===== src/rtl/board_ram_arbiter.sv =====
// ---------------------------------------------------------------------------
// board_ram_arbiter
//   Single-port access controller for the 160x120x3-bit board RAM. One RAM
//   access per clock is issued, with this priority:
//     display read > clear sweep > player writes (round-robin).
//
// Ports
//   CLOCK_50     in   sole clock, posedge
//   resetn       in   async active-low reset
//   clear_start  in   pulse, begins a board clear (ignored while sweeping)
//   clear_busy   out  high while the clear sweep owns the board
//   wr_req       in   [3:0]  per-player write request, held until acked
//   wr_addr      in   [59:0] player i address {x,y} at [15i+14:15i]
//   wr_data      in   [11:0] player i colour at [3i+2:3i]
//   wr_ack       out  [3:0]  one-hot, combinational grant in the accept cycle
//   rd_req       in   display read request
//   rd_addr      in   [14:0] display read address {x,y}
//   rd_valid     out  read data valid, two cycles after rd_req
//   rd_data      out  [2:0] read colour (0 when not valid)
//   ram_address  out  [14:0] registered RAM address
//   ram_wren     out  registered RAM write enable
//   ram_data     out  [2:0] registered RAM write data
//   ram_q        in   [2:0] RAM read data, one-cycle synchronous latency
// ---------------------------------------------------------------------------

// Coordinate range check for one {x,y} address.
//   i_addr      in   {x[7:0], y[6:0]}
//   o_in_range  out  1 when x <= XM and y <= YM
module board_ram_coord_chk #(
    parameter logic [7:0] XM = 8'd159,
    parameter logic [6:0] YM = 7'd119
) (
    input  logic [14:0] i_addr,
    output logic        o_in_range
);
    assign o_in_range = (i_addr[14:7] <= XM) && (i_addr[6:0] <= YM);
endmodule

module board_ram_arbiter #(
    parameter int unsigned X_MAX        = 159,
    parameter int unsigned Y_MAX        = 119,
    parameter logic [2:0]  CLEAR_COLOUR = 3'b000
) (
    input  logic        CLOCK_50,
    input  logic        resetn,
    input  logic        clear_start,
    output logic        clear_busy,
    input  logic [3:0]  wr_req,
    input  logic [59:0] wr_addr,
    input  logic [11:0] wr_data,
    output logic [3:0]  wr_ack,
    input  logic        rd_req,
    input  logic [14:0] rd_addr,
    output logic        rd_valid,
    output logic [2:0]  rd_data,
    output logic [14:0] ram_address,
    output logic        ram_wren,
    output logic [2:0]  ram_data,
    input  logic [2:0]  ram_q
);
    localparam int         NUM_PLAYERS = 4;
    localparam int         RD_STAGES   = 2;
    localparam logic [7:0] XM          = X_MAX[7:0];
    localparam logic [6:0] YM          = Y_MAX[6:0];

    typedef enum logic {
        S_IDLE  = 1'b0,
        S_SWEEP = 1'b1
    } clr_state_t;

    // ---------------- per-player views ----------------
    logic [NUM_PLAYERS-1:0][14:0] w_paddr;
    logic [NUM_PLAYERS-1:0][2:0]  w_pdata;
    logic [NUM_PLAYERS-1:0]       w_pin;
    logic                         w_rd_in;

    assign w_paddr = wr_addr;
    assign w_pdata = wr_data;

    board_ram_coord_chk #(.XM(XM), .YM(YM)) u_pchk [NUM_PLAYERS-1:0] (
        .i_addr     (w_paddr),
        .o_in_range (w_pin)
    );

    board_ram_coord_chk #(.XM(XM), .YM(YM)) u_rchk (
        .i_addr     (rd_addr),
        .o_in_range (w_rd_in)
    );

    // ---------------- state ----------------
    clr_state_t           r_state;
    clr_state_t           w_state_nxt;
    logic [7:0]           r_cx;
    logic [6:0]           r_cy;
    logic [1:0]           r_ptr;
    logic [14:0]          r_ram_addr;
    logic                 r_ram_wren;
    logic [2:0]           r_ram_data;
    logic [RD_STAGES-1:0] r_rd_vld_pipe;
    logic [RD_STAGES-1:0] r_rd_oor_pipe;

    logic                   w_sweep_go;
    logic                   w_sweep_last;
    logic                   w_wr_en;
    logic [NUM_PLAYERS-1:0] w_req_eff;
    logic                   w_grant_vld;
    logic [1:0]             w_grant_idx;

    // ---------------- clear FSM ----------------
    always_ff @(posedge CLOCK_50 or negedge resetn) begin
        if (!resetn) r_state <= S_IDLE;
        else         r_state <= w_state_nxt;
    end

    always_comb begin
        w_state_nxt  = r_state;
        w_sweep_go   = 1'b0;
        w_sweep_last = 1'b0;
        case (r_state)
            S_IDLE: begin
                if (clear_start) w_state_nxt = S_SWEEP;
            end
            S_SWEEP: begin
                // The sweep only advances in cycles the display leaves free.
                if (!rd_req) begin
                    w_sweep_go = 1'b1;
                    if (r_cx == XM && r_cy == YM) begin
                        w_sweep_last = 1'b1;
                        w_state_nxt  = S_IDLE;
                    end
                end
            end
            default: w_state_nxt = S_IDLE;
        endcase
    end

    assign clear_busy = (r_state == S_SWEEP);

    always_ff @(posedge CLOCK_50 or negedge resetn) begin
        if (!resetn) begin
            r_cx <= 8'd0;
            r_cy <= 7'd0;
        end else if (w_sweep_go) begin
            if (r_cy == YM) begin
                r_cy <= 7'd0;
                r_cx <= w_sweep_last ? 8'd0 : r_cx + 8'd1;
            end else begin
                r_cy <= r_cy + 7'd1;
            end
        end
    end

    // ---------------- player round-robin ----------------
    // resetn is folded in so the combinational ack is silent during reset.
    assign w_wr_en   = resetn && !rd_req && (r_state == S_IDLE);
    assign w_req_eff = wr_req & {NUM_PLAYERS{w_wr_en}};

    // Walk offsets from far to near so the requester closest to the
    // pointer is the one left selected.
    always_comb begin
        w_grant_vld = 1'b0;
        w_grant_idx = r_ptr;
        for (int k = NUM_PLAYERS - 1; k >= 0; k--) begin
            if (w_req_eff[r_ptr + 2'(k)]) begin
                w_grant_vld = 1'b1;
                w_grant_idx = r_ptr + 2'(k);
            end
        end
    end

    assign wr_ack = w_grant_vld ? (4'b0001 << w_grant_idx) : 4'b0000;

    always_ff @(posedge CLOCK_50 or negedge resetn) begin
        if (!resetn)          r_ptr <= 2'd0;
        else if (w_grant_vld) r_ptr <= w_grant_idx + 2'd1;
    end

    // ---------------- RAM port ----------------
    always_ff @(posedge CLOCK_50 or negedge resetn) begin
        if (!resetn) begin
            r_ram_addr <= 15'd0;
            r_ram_wren <= 1'b0;
            r_ram_data <= 3'd0;
        end else begin
            r_ram_wren <= 1'b0;
            if (rd_req) begin
                r_ram_addr <= rd_addr;
            end else if (w_sweep_go) begin
                r_ram_addr <= {r_cx, r_cy};
                r_ram_data <= CLEAR_COLOUR;
                r_ram_wren <= 1'b1;
            end else if (w_grant_vld) begin
                // Off-board writes are consumed (acked) but never reach the RAM.
                r_ram_addr <= w_paddr[w_grant_idx];
                r_ram_data <= w_pdata[w_grant_idx];
                r_ram_wren <= w_pin[w_grant_idx];
            end
        end
    end

    assign ram_address = r_ram_addr;
    assign ram_wren    = r_ram_wren;
    assign ram_data    = r_ram_data;

    // ---------------- read return ----------------
    // Stage 0: address registered to the RAM. Stage 1: ram_q is valid.
    always_ff @(posedge CLOCK_50 or negedge resetn) begin
        if (!resetn) begin
            r_rd_vld_pipe <= '0;
            r_rd_oor_pipe <= '0;
        end else begin
            r_rd_vld_pipe <= {r_rd_vld_pipe[RD_STAGES-2:0], rd_req};
            r_rd_oor_pipe <= {r_rd_oor_pipe[RD_STAGES-2:0], !w_rd_in};
        end
    end

    assign rd_valid = r_rd_vld_pipe[RD_STAGES-1];
    assign rd_data  = !rd_valid                     ? 3'b000 :
                      r_rd_oor_pipe[RD_STAGES-1]    ? CLEAR_COLOUR : ram_q;

endmodule


===== config.mk =====
export PLATFORM = sky130hd
export DESIGN_NAME = board_ram_arbiter
export DESIGN_NICKNAME = d
export VERILOG_FILES = /design/src/rtl/board_ram_arbiter.sv
export SDC_FILE = /design/constraint.sdc
export NUM_CORES = 1
export LEC_CHECK = 0
export BUFFER_PORTS_ARGS = -buffer_cell sky130_fd_sc_hd__buf_2
export CORE_AREA = 2 2 114 61
export CTS_BUF_LIST = sky130_fd_sc_hd__clkbuf_8
export CTS_CLUSTER_DIAMETER = 40
export CTS_CLUSTER_SIZE = 30
export DETAILED_ROUTE_END_ITERATION = 10
export DIE_AREA = 0 0 116 63
export GPL_TIMING_DRIVEN = 0
export PLACE_DENSITY = 0.86
export REMOVE_ABC_BUFFERS = 1
export SYNTH_ARGS = -nofsm -noshare
export SYNTH_HDL_FRONTEND = slang
export SYNTH_SLANG_ARGS = --single-unit

===== constraint.sdc =====
create_clock -name CLOCK_50 -period 7.9 [get_ports CLOCK_50]
set_clock_uncertainty 0.1 [all_clocks]
set_input_delay 1.58 -clock CLOCK_50 [delete_from_list [all_inputs] [get_ports CLOCK_50]]
set_output_delay 1.58 -clock CLOCK_50 [all_outputs]
set_load 0.005 [all_outputs]

==> results of run 1 <==
==> layer usage <==
metal	share of wire	wire [um]
met1	0.41	4170
met2	0.43	4380
met3	0.14	1430
met4	0.016	163
met5	0	0
==> cell usage in the layout (no fill, tap or decap), drive strengths merged, types with 3 or more instances in the layout <==
| cell | n |
|---|---|
| nor3 | 8 |
| o221ai | 4 |
| a21o | 4 |
| ha | 6 |
| o21ai | 24 |
| a211oi | 38 |
| nand3b | 3 |
| and2 | 5 |
| nand4 | 7 |
| o21a | 3 |
| nor4 | 13 |
| a21oi | 23 |
| nor2 | 25 |
| nand3 | 13 |
| nand2b | 5 |
| buf | 126 |
| nand2 | 25 |
| nor3b | 14 |
| dfrtp | 41 |
| a221oi | 12 |
| xnor2 | 6 |
| clkbuf | 6 |
| inv | 15 |
| mux2i | 8 |
| and3 | 6 |
==> worst paths after layout <==
kind                                       startpoint                          to  slack (ns)
max                                            resetn                   wr_ack[0]        1.52
min                        r_rd_oor_pipe[0]$_DFF_PN0_  r_rd_oor_pipe[1]$_DFF_PN0_        0.26
max reg2reg                      clear_busy$_DFF_PN0_  ram_address[2]$_DFFE_PN0P_        4.44
min reg2reg                r_rd_oor_pipe[0]$_DFF_PN0_  r_rd_oor_pipe[1]$_DFF_PN0_        0.26
max in group asynchronous                      resetn         r_cx[4]$_DFFE_PN0P_        5.74
min in group asynchronous                      resetn  r_rd_vld_pipe[1]$_DFF_PN0_        1.33
==> power by group through the flow <==
| stage | sequential, mW | combinational, mW | clock [mW] |
|---|---|---|---|
| 6_report | 0.263 | 0.153 | 0.183 |
| 5_1_grt | 0.267 | 0.169 | 0.192 |
| 4_1_cts | 0.262 | 0.152 | 0.183 |
| 3_5_place_dp | 0.266 | 0.150 | 0 |
| 3_3_place_gp | 0.265 | 0.144 | 0 |
| 2_1_floorplan | 0.260 | 0.0797 | 0 |
==> cell type report <==
class | instances | area [um^2] | area share
multi-input cells | 273 | 1840 | 0.484
flip-flops and latches | 41 | 1030 | 0.271
repair buffers | 126 | 637 | 0.168
well taps | 92 | 115 | 0.0304
clock buffers | 6 | 82.6 | 0.0218
inverters | 15 | 56.3 | 0.0149
clock inverters | 2 | 37.5 | 0.00990
==> logic make-up after synthesis <==
kind of cell / Yosys count / share of synthesized area
compound gates: 119 / 0.269
xor+xnor: 7 / 0.0201
mux: 9 / 0.0300
flops: 41 / 0.337
buf+inv: 38 / 0.0620
simple gates: 132 / 0.258
fa+ha+maj: 6 / 0.0246
==> flip-flops by register name, indices dropped and copies added (netlist names) <==
| register | flops |
|---|---|
| ram_address | 15 |
| r_cx | 8 |
| r_cy | 7 |
| ram_data | 3 |
| r_ptr | 2 |
| r_rd_oor_pipe | 2 |
| r_rd_vld_pipe | 2 |
| clear_busy | 1 |
| ram_wren | 1 |
==> worst max-delay path, cell delays in order <==
cell and delay (ns):
buf_2 0.73, or3b_4 0.49, a21oi_2 0.82, nor2_4 0.15
inv_2 0.35, ha_1 0.22, and3_1 0.18, buf_2 0.12
==> out/results.txt, run 1 <==
status = complete, no violations
Sw Ratio = 0.322
clk buf depth = 2
die footprint = 7310 um^2
Yosys top cell by area = dfrtp_1
critical path fanouts, max = 44
P&R area growth vs syn = 24.3%
initial antenna violation count = 0
Comb pwr share = 0.256
Final HPWL DP = 7350 um
Worst Setup Start Kind = input pin
Post-synth EDFFs = 0
met1 Resource Use GR = 0.366
Sink Count = 41
vias post-DR = 3425
nets = 566
ranking of synthesized cells by area = dfrtp_1 34%, a211oi_1 9.4%, a21oi_1 3.4%
Die Wd = 116 um
Overall Power = 0.599 mW
Pre-antenna DRT Iters = 5
mean area per synthesized cell = 8.66 um^2
CORE AREA = 6360 um^2
Async SR Flop Fraction = 1.00
Clock power frac = 0.306
CP arrival = 4.70 ns
Slew Limit Headroom = 0.185
worst-skew pair later-pin latency = 0.30 ns
final-report hold violation count = 0
register area share after synthesis = 0.337
top-area cell type share of the netlist area = 0.337
Seq pwr share = 0.439
I/O pin cnt = 126
hold slack = 0.258 ns
Syn Inst Count = 352
mapped cell area = 3050 um^2
CTS buffer count = 5
Yosys warnings = 0
Worst Hold Class = reg -> reg
DR WL/cell = 18.3 um
dpl cells = 547
CTS tree = built
Setup WS post-layout = 1.52 ns
largest net degree at the start of global routing = 45
most common cell in the netlist = dfrtp_1
fin util = 0.596
Tightest Pin Transition = 1.22 ns
share of layout cells above drive strength 1 = 0.333
Root Driver = clkbuf_8
H-tree depth reported by CTS = 2
TNS Setup = 0 ns
final setup violation count = 0
Placer Congestion = 0.967
R2R depth = 6
total net switching power = 0.193 mW
GR Util All Layers = 0.282
Tmin final = 6.38 ns
gr busiest metal = met2
Yosys reg bits = 41
initial core utilization = 0.479
crit share post-route = 0.808
# port buffers = 125
Die Y = 63 um
Post-route DRC = 0
post-CTS setup buffers = 0
power density cells = 158 nW/um^2
met2 Usage GRT = 0.427
Layout fillers = 583
fin area = 3790 um^2
met3 usage = 0.122
crit path kind = in -> out
Worst Setup End Kind = output pin
Int Power = 0.406 mW
Hold Path Depth = 0
Cell Area, Placed = 3670 um^2
total grt overflow = 0
Hold Buf Count CTS = 0
WL final = 10100 um
Slew Limit Fails = 0
Row Count = 21
global-route wire length before repair = 16000 um
MaxCap Viol Count = 0
commonest cells in the netlist = 41 x dfrtp_1, 38 x a211oi_1, 24 x nand2_1, 24 x nor2_1, 21 x a21oi_1
CTS resizes = 0
Antenna Cells = 0
Worst Path Required = 6.22 ns
worst-case vdd ir drop = 0.101 mV
Most used DFF post-synth = dfrtp_1
Iter 0 DRT Violations = 311
Clk pin slew, worst setup/hold paths = 0.09 ns
Synth cell types = 54
DP Worst Slack = 1.22 ns
leakage power = 1.65 nW
non-filler cells, final = 555
unrepaired setup endpoints after global routing = false
Via-to-Cell Ratio = 6.17
number of global-route vias before repair = 3294
f_max = 0.157 GHz
Routed Antenna Nets = 0
No activity file was read; power rests on OpenSTA's default activity.
==> inputs of run 2 (changes only) <==
--- a/config.mk
+++ b/config.mk
@@ -6,14 +6,14 @@
 export NUM_CORES = 1
 export LEC_CHECK = 0
 export BUFFER_PORTS_ARGS = -buffer_cell sky130_fd_sc_hd__buf_2
-export CORE_AREA = 2 2 114 61
+export CORE_AREA = 2 2 120 64
 export CTS_BUF_LIST = sky130_fd_sc_hd__clkbuf_8
 export CTS_CLUSTER_DIAMETER = 40
 export CTS_CLUSTER_SIZE = 30
 export DETAILED_ROUTE_END_ITERATION = 10
-export DIE_AREA = 0 0 116 63
+export DIE_AREA = 0 0 122 66
 export GPL_TIMING_DRIVEN = 0
-export PLACE_DENSITY = 0.86
+export PLACE_DENSITY = 0.82
 export REMOVE_ABC_BUFFERS = 1
 export SYNTH_ARGS = -nofsm -noshare
 export SYNTH_HDL_FRONTEND = slang
==> constraint.sdc (replaced) <==
create_clock -name CLOCK_50 -period 5.65 [get_ports CLOCK_50]
set_clock_uncertainty 0.1 [all_clocks]
set_input_delay 1.13 -clock CLOCK_50 [delete_from_list [all_inputs] [get_ports CLOCK_50]]
set_output_delay 1.13 -clock CLOCK_50 [all_outputs]
set_load 0.005 [all_outputs]
==> run 2 against run 1 <==
Global-route usage fell by 2.3 points. Non-clock buffer count stayed put. Combinational power is 42% higher. Sequential share of layout area shrank 0.062 points. Clock power is 38% higher. Count of clock-buffer cells in the layout is the same. First-iteration DRC count grew 12%. Die area increased by 10%. Via count decreased by 0.85%. Design area grew 0.23%. Setup slack lost 1.2 ns. Register-to-register slack got worse by 2.3 ns. Critical endpoint unchanged. Largest cell class unchanged.
==> out/results.txt, run 2 (synthesis gave the netlist of run 1 again) <==
status = complete, no violations
number of global-route vias before repair = 3219 (-2.3%)
MaxCap Viol Count = 0 (unchanged)
Top delay family on crit path = simple AND/OR/NAND/NOR gates
crit share post-route = 0.938
initial antenna violation count = 0 (unchanged)
CTS buffer count = 5 (unchanged)
Clock power frac = 0.301 (-0.005)
Tightest Pin Transition = 1.19 ns (-0.0286 ns)
worst-case vdd ir drop = 0.0882 mV (-13%)
f_max = 0.189 GHz
share of layout cells above drive strength 1 = 0.330 (-0.00216)
reg2reg end = ram_address[12]$_DFFE_PN0P_
CP arrival = 4.07 ns (-0.63 ns)
footprint of the multi-input gates = 1840 um^2 (+0.41%)
critical path fanouts, max = 44 (unchanged)
Hold Path Depth = 0 (unchanged)
Sw Ratio = 0.323 (+0.000652)
R2R depth = 6 (unchanged)
most frequent cells in the layout = 125 x buf_2, 41 x dfrtp_1, 38 x a211oi_1, 24 x nor2_1, 23 x nand2_1
Overall Power = 0.835 mW (+40%)
Die Wd = 122 um (+5.2%)
critical path's slowest cell = buf_2
worst-skew pair later-pin latency = 0.31 ns (about the same)
DR WL/cell = 18.5 um (+1.1%)
# port buffers = 125 (unchanged)
fin area = 3800 um^2 (+0.23%)
global-route wire length before repair = 15900 um (-0.95%)
WHS Endpoint = r_rd_oor_pipe[1]$_DFF_PN0_
H-tree depth reported by CTS = 2 (unchanged)
Sink Count = 41 (unchanged)
Hold Buf Count CTS = 0 (unchanged)
Slew Limit Fails = 0 (unchanged)
final setup violation count = 0 (unchanged)
non-filler cells, final = 559 (+0.72%)
largest net degree at the start of global routing = 45 (unchanged)
total grt overflow = 0 (unchanged)
Comb pwr share = 0.260 (+0.004)
hold slack = 0.249 ns (-0.00965 ns)
Tmin final = 5.30 ns
worst reg2reg path startpoint = clear_busy$_DFF_PN0_
Bufs and invs on worst path = 3 (unchanged)
crit-path max cell delay = 0.75 ns (-0.07 ns)
Via-to-Cell Ratio = 6.08 (-1.6%)
Worst Hold Class = reg -> reg
Slew Limit Headroom = 0.204 (+0.0191)
Final HPWL DP = 7540 um (+2.5%)
Row Count = 22 (+4.8%)
Routed Antenna Nets = 0 (unchanged)
post-CTS setup buffers = 0 (unchanged)
clk buf depth = 2 (unchanged)
Worst Setup Start Kind = input pin
power density cells = 220 nW/um^2 (+39%)
Die Y = 66 um (+4.8%)
flop-to-flop setup slack = 2.14 ns (-2.30 ns)
Worst Path Required = 4.42 ns (-1.80 ns)
I/O pin cnt = 126 (unchanged)
crit path cell chain = buf_2 > nor3b_4 > nand2_1 > a21o_1 > nand2_2 > inv_1 > ha_1 > and3_1 > buf_2
Root Driver = clkbuf_8
leakage power = 1.65 nW (+0.34%)
total net switching power = 0.270 mW (+40%)
Cell Area, Placed = 3670 um^2 (+0.14%)
Layout fillers = 684 (+17%)
Placer Congestion = 0.956 (-1.1%)
WL final = 10300 um (+1.9%)
unrepaired setup endpoints after global routing = false
Worst Setup End Kind = output pin
crit path kind = in -> out
Pre-antenna DRT Iters = 5 (unchanged)
commonest non-fill, non-tap cell in the layout = buf_2
final-report hold violation count = 0 (unchanged)
Seq pwr share = 0.439 (about the same)
max FFs per register = 15 (unchanged)
vias post-DR = 3396 (-0.85%)
GR Util All Layers = 0.258 (-0.0235)
nets = 566 (unchanged)
CTS tree = built
register area = 1030 um^2 (unchanged)
Most Frequent Cell on Critical Path = buf_2
initial core utilization = 0.434 (-0.0451)
Post-route DRC = 0 (unchanged)
Int Power = 0.565 mW (+39%)
Clk pin slew, worst setup/hold paths = 0.07 ns (-0.02 ns)
Antenna Cells = 0 (unchanged)
min-delay src = r_rd_oor_pipe[0]$_DFF_PN0_
Iter 0 DRT Violations = 348 (+12%)
CORE AREA = 7020 um^2 (+10%)
P&R area growth vs syn = 24.6%
die footprint = 8050 um^2 (+10%)
dpl cells = 551 (+0.73%)
run 2: per-stage QoR:
stage          worst slack, ns   util  TNS, ns
5_1_grt                 0.0435  0.541        0
3_5_place_dp            -0.122  0.523   -0.346
3_3_place_gp           -0.0701  0.522   -0.164
6_report                 0.352  0.541        0
2_1_floorplan             1.36      -        0
4_1_cts                  0.205  0.540        0
run 2: what timing repair did:
item	4_1_cts	5_1_grt
endpoints found under the setup margin	4	2
cloned	0	0
gates resized for setup	1	1
endpoints found under the hold margin	0	0
run 2: cell type report:
cell class	count	area share
multi-input combinational	273	0.485
sequential	41	0.270
timing repair buffer	126	0.168
tap	96	0.0316
clock buffer	6	0.0217
inverter	15	0.0148
clock inverter	2	0.00889
run 2: how the worst max path moves through the flow:
stage / startpoint / endpoint / slack [ns] / cells past startpoint
floorplan: rd_req / wr_ack[1] / 1.36 / 6
global placement: resetn / wr_ack[1] / -0.07 / 9
detailed placement: resetn / wr_ack[0] / -0.12 / 9
CTS: resetn / wr_ack[0] / 0.20 / 8
finish: resetn / wr_ack[0] / 0.35 / 9
global route: resetn / wr_ack[1] / 0.04 / 9
run 2: power groups by stage:
stage | logic (mW) | registers [mW] | clock network (mW)
after global placement | 0.204 | 0.369 | 0
after global routing | 0.240 | 0.373 | 0.265
after detailed placement | 0.212 | 0.371 | 0
after floorplan | 0.111 | 0.364 | 0
final | 0.217 | 0.367 | 0.252
after CTS | 0.213 | 0.365 | 0.256
run 2: worst reg2reg max path, stage by stage (launching register included):
cell,delay (ns)
dfrtp_1,1.14
nor3b_4,0.21
a21oi_2,0.99
nor2_4,0.19
inv_2,0.35
a211oi_1,0.13
nor4_1,0.28
run 2: metal layers:
layer  GRT usage  wire [um]  part of all wire  up-vias
li1            -          -                 -     1558
met1       0.335       4430              0.43     1583
met2       0.374       4240              0.41      230
met3       0.124       1480              0.14       25
met4      0.0920        182             0.018        0
met5           0          0                 0        -
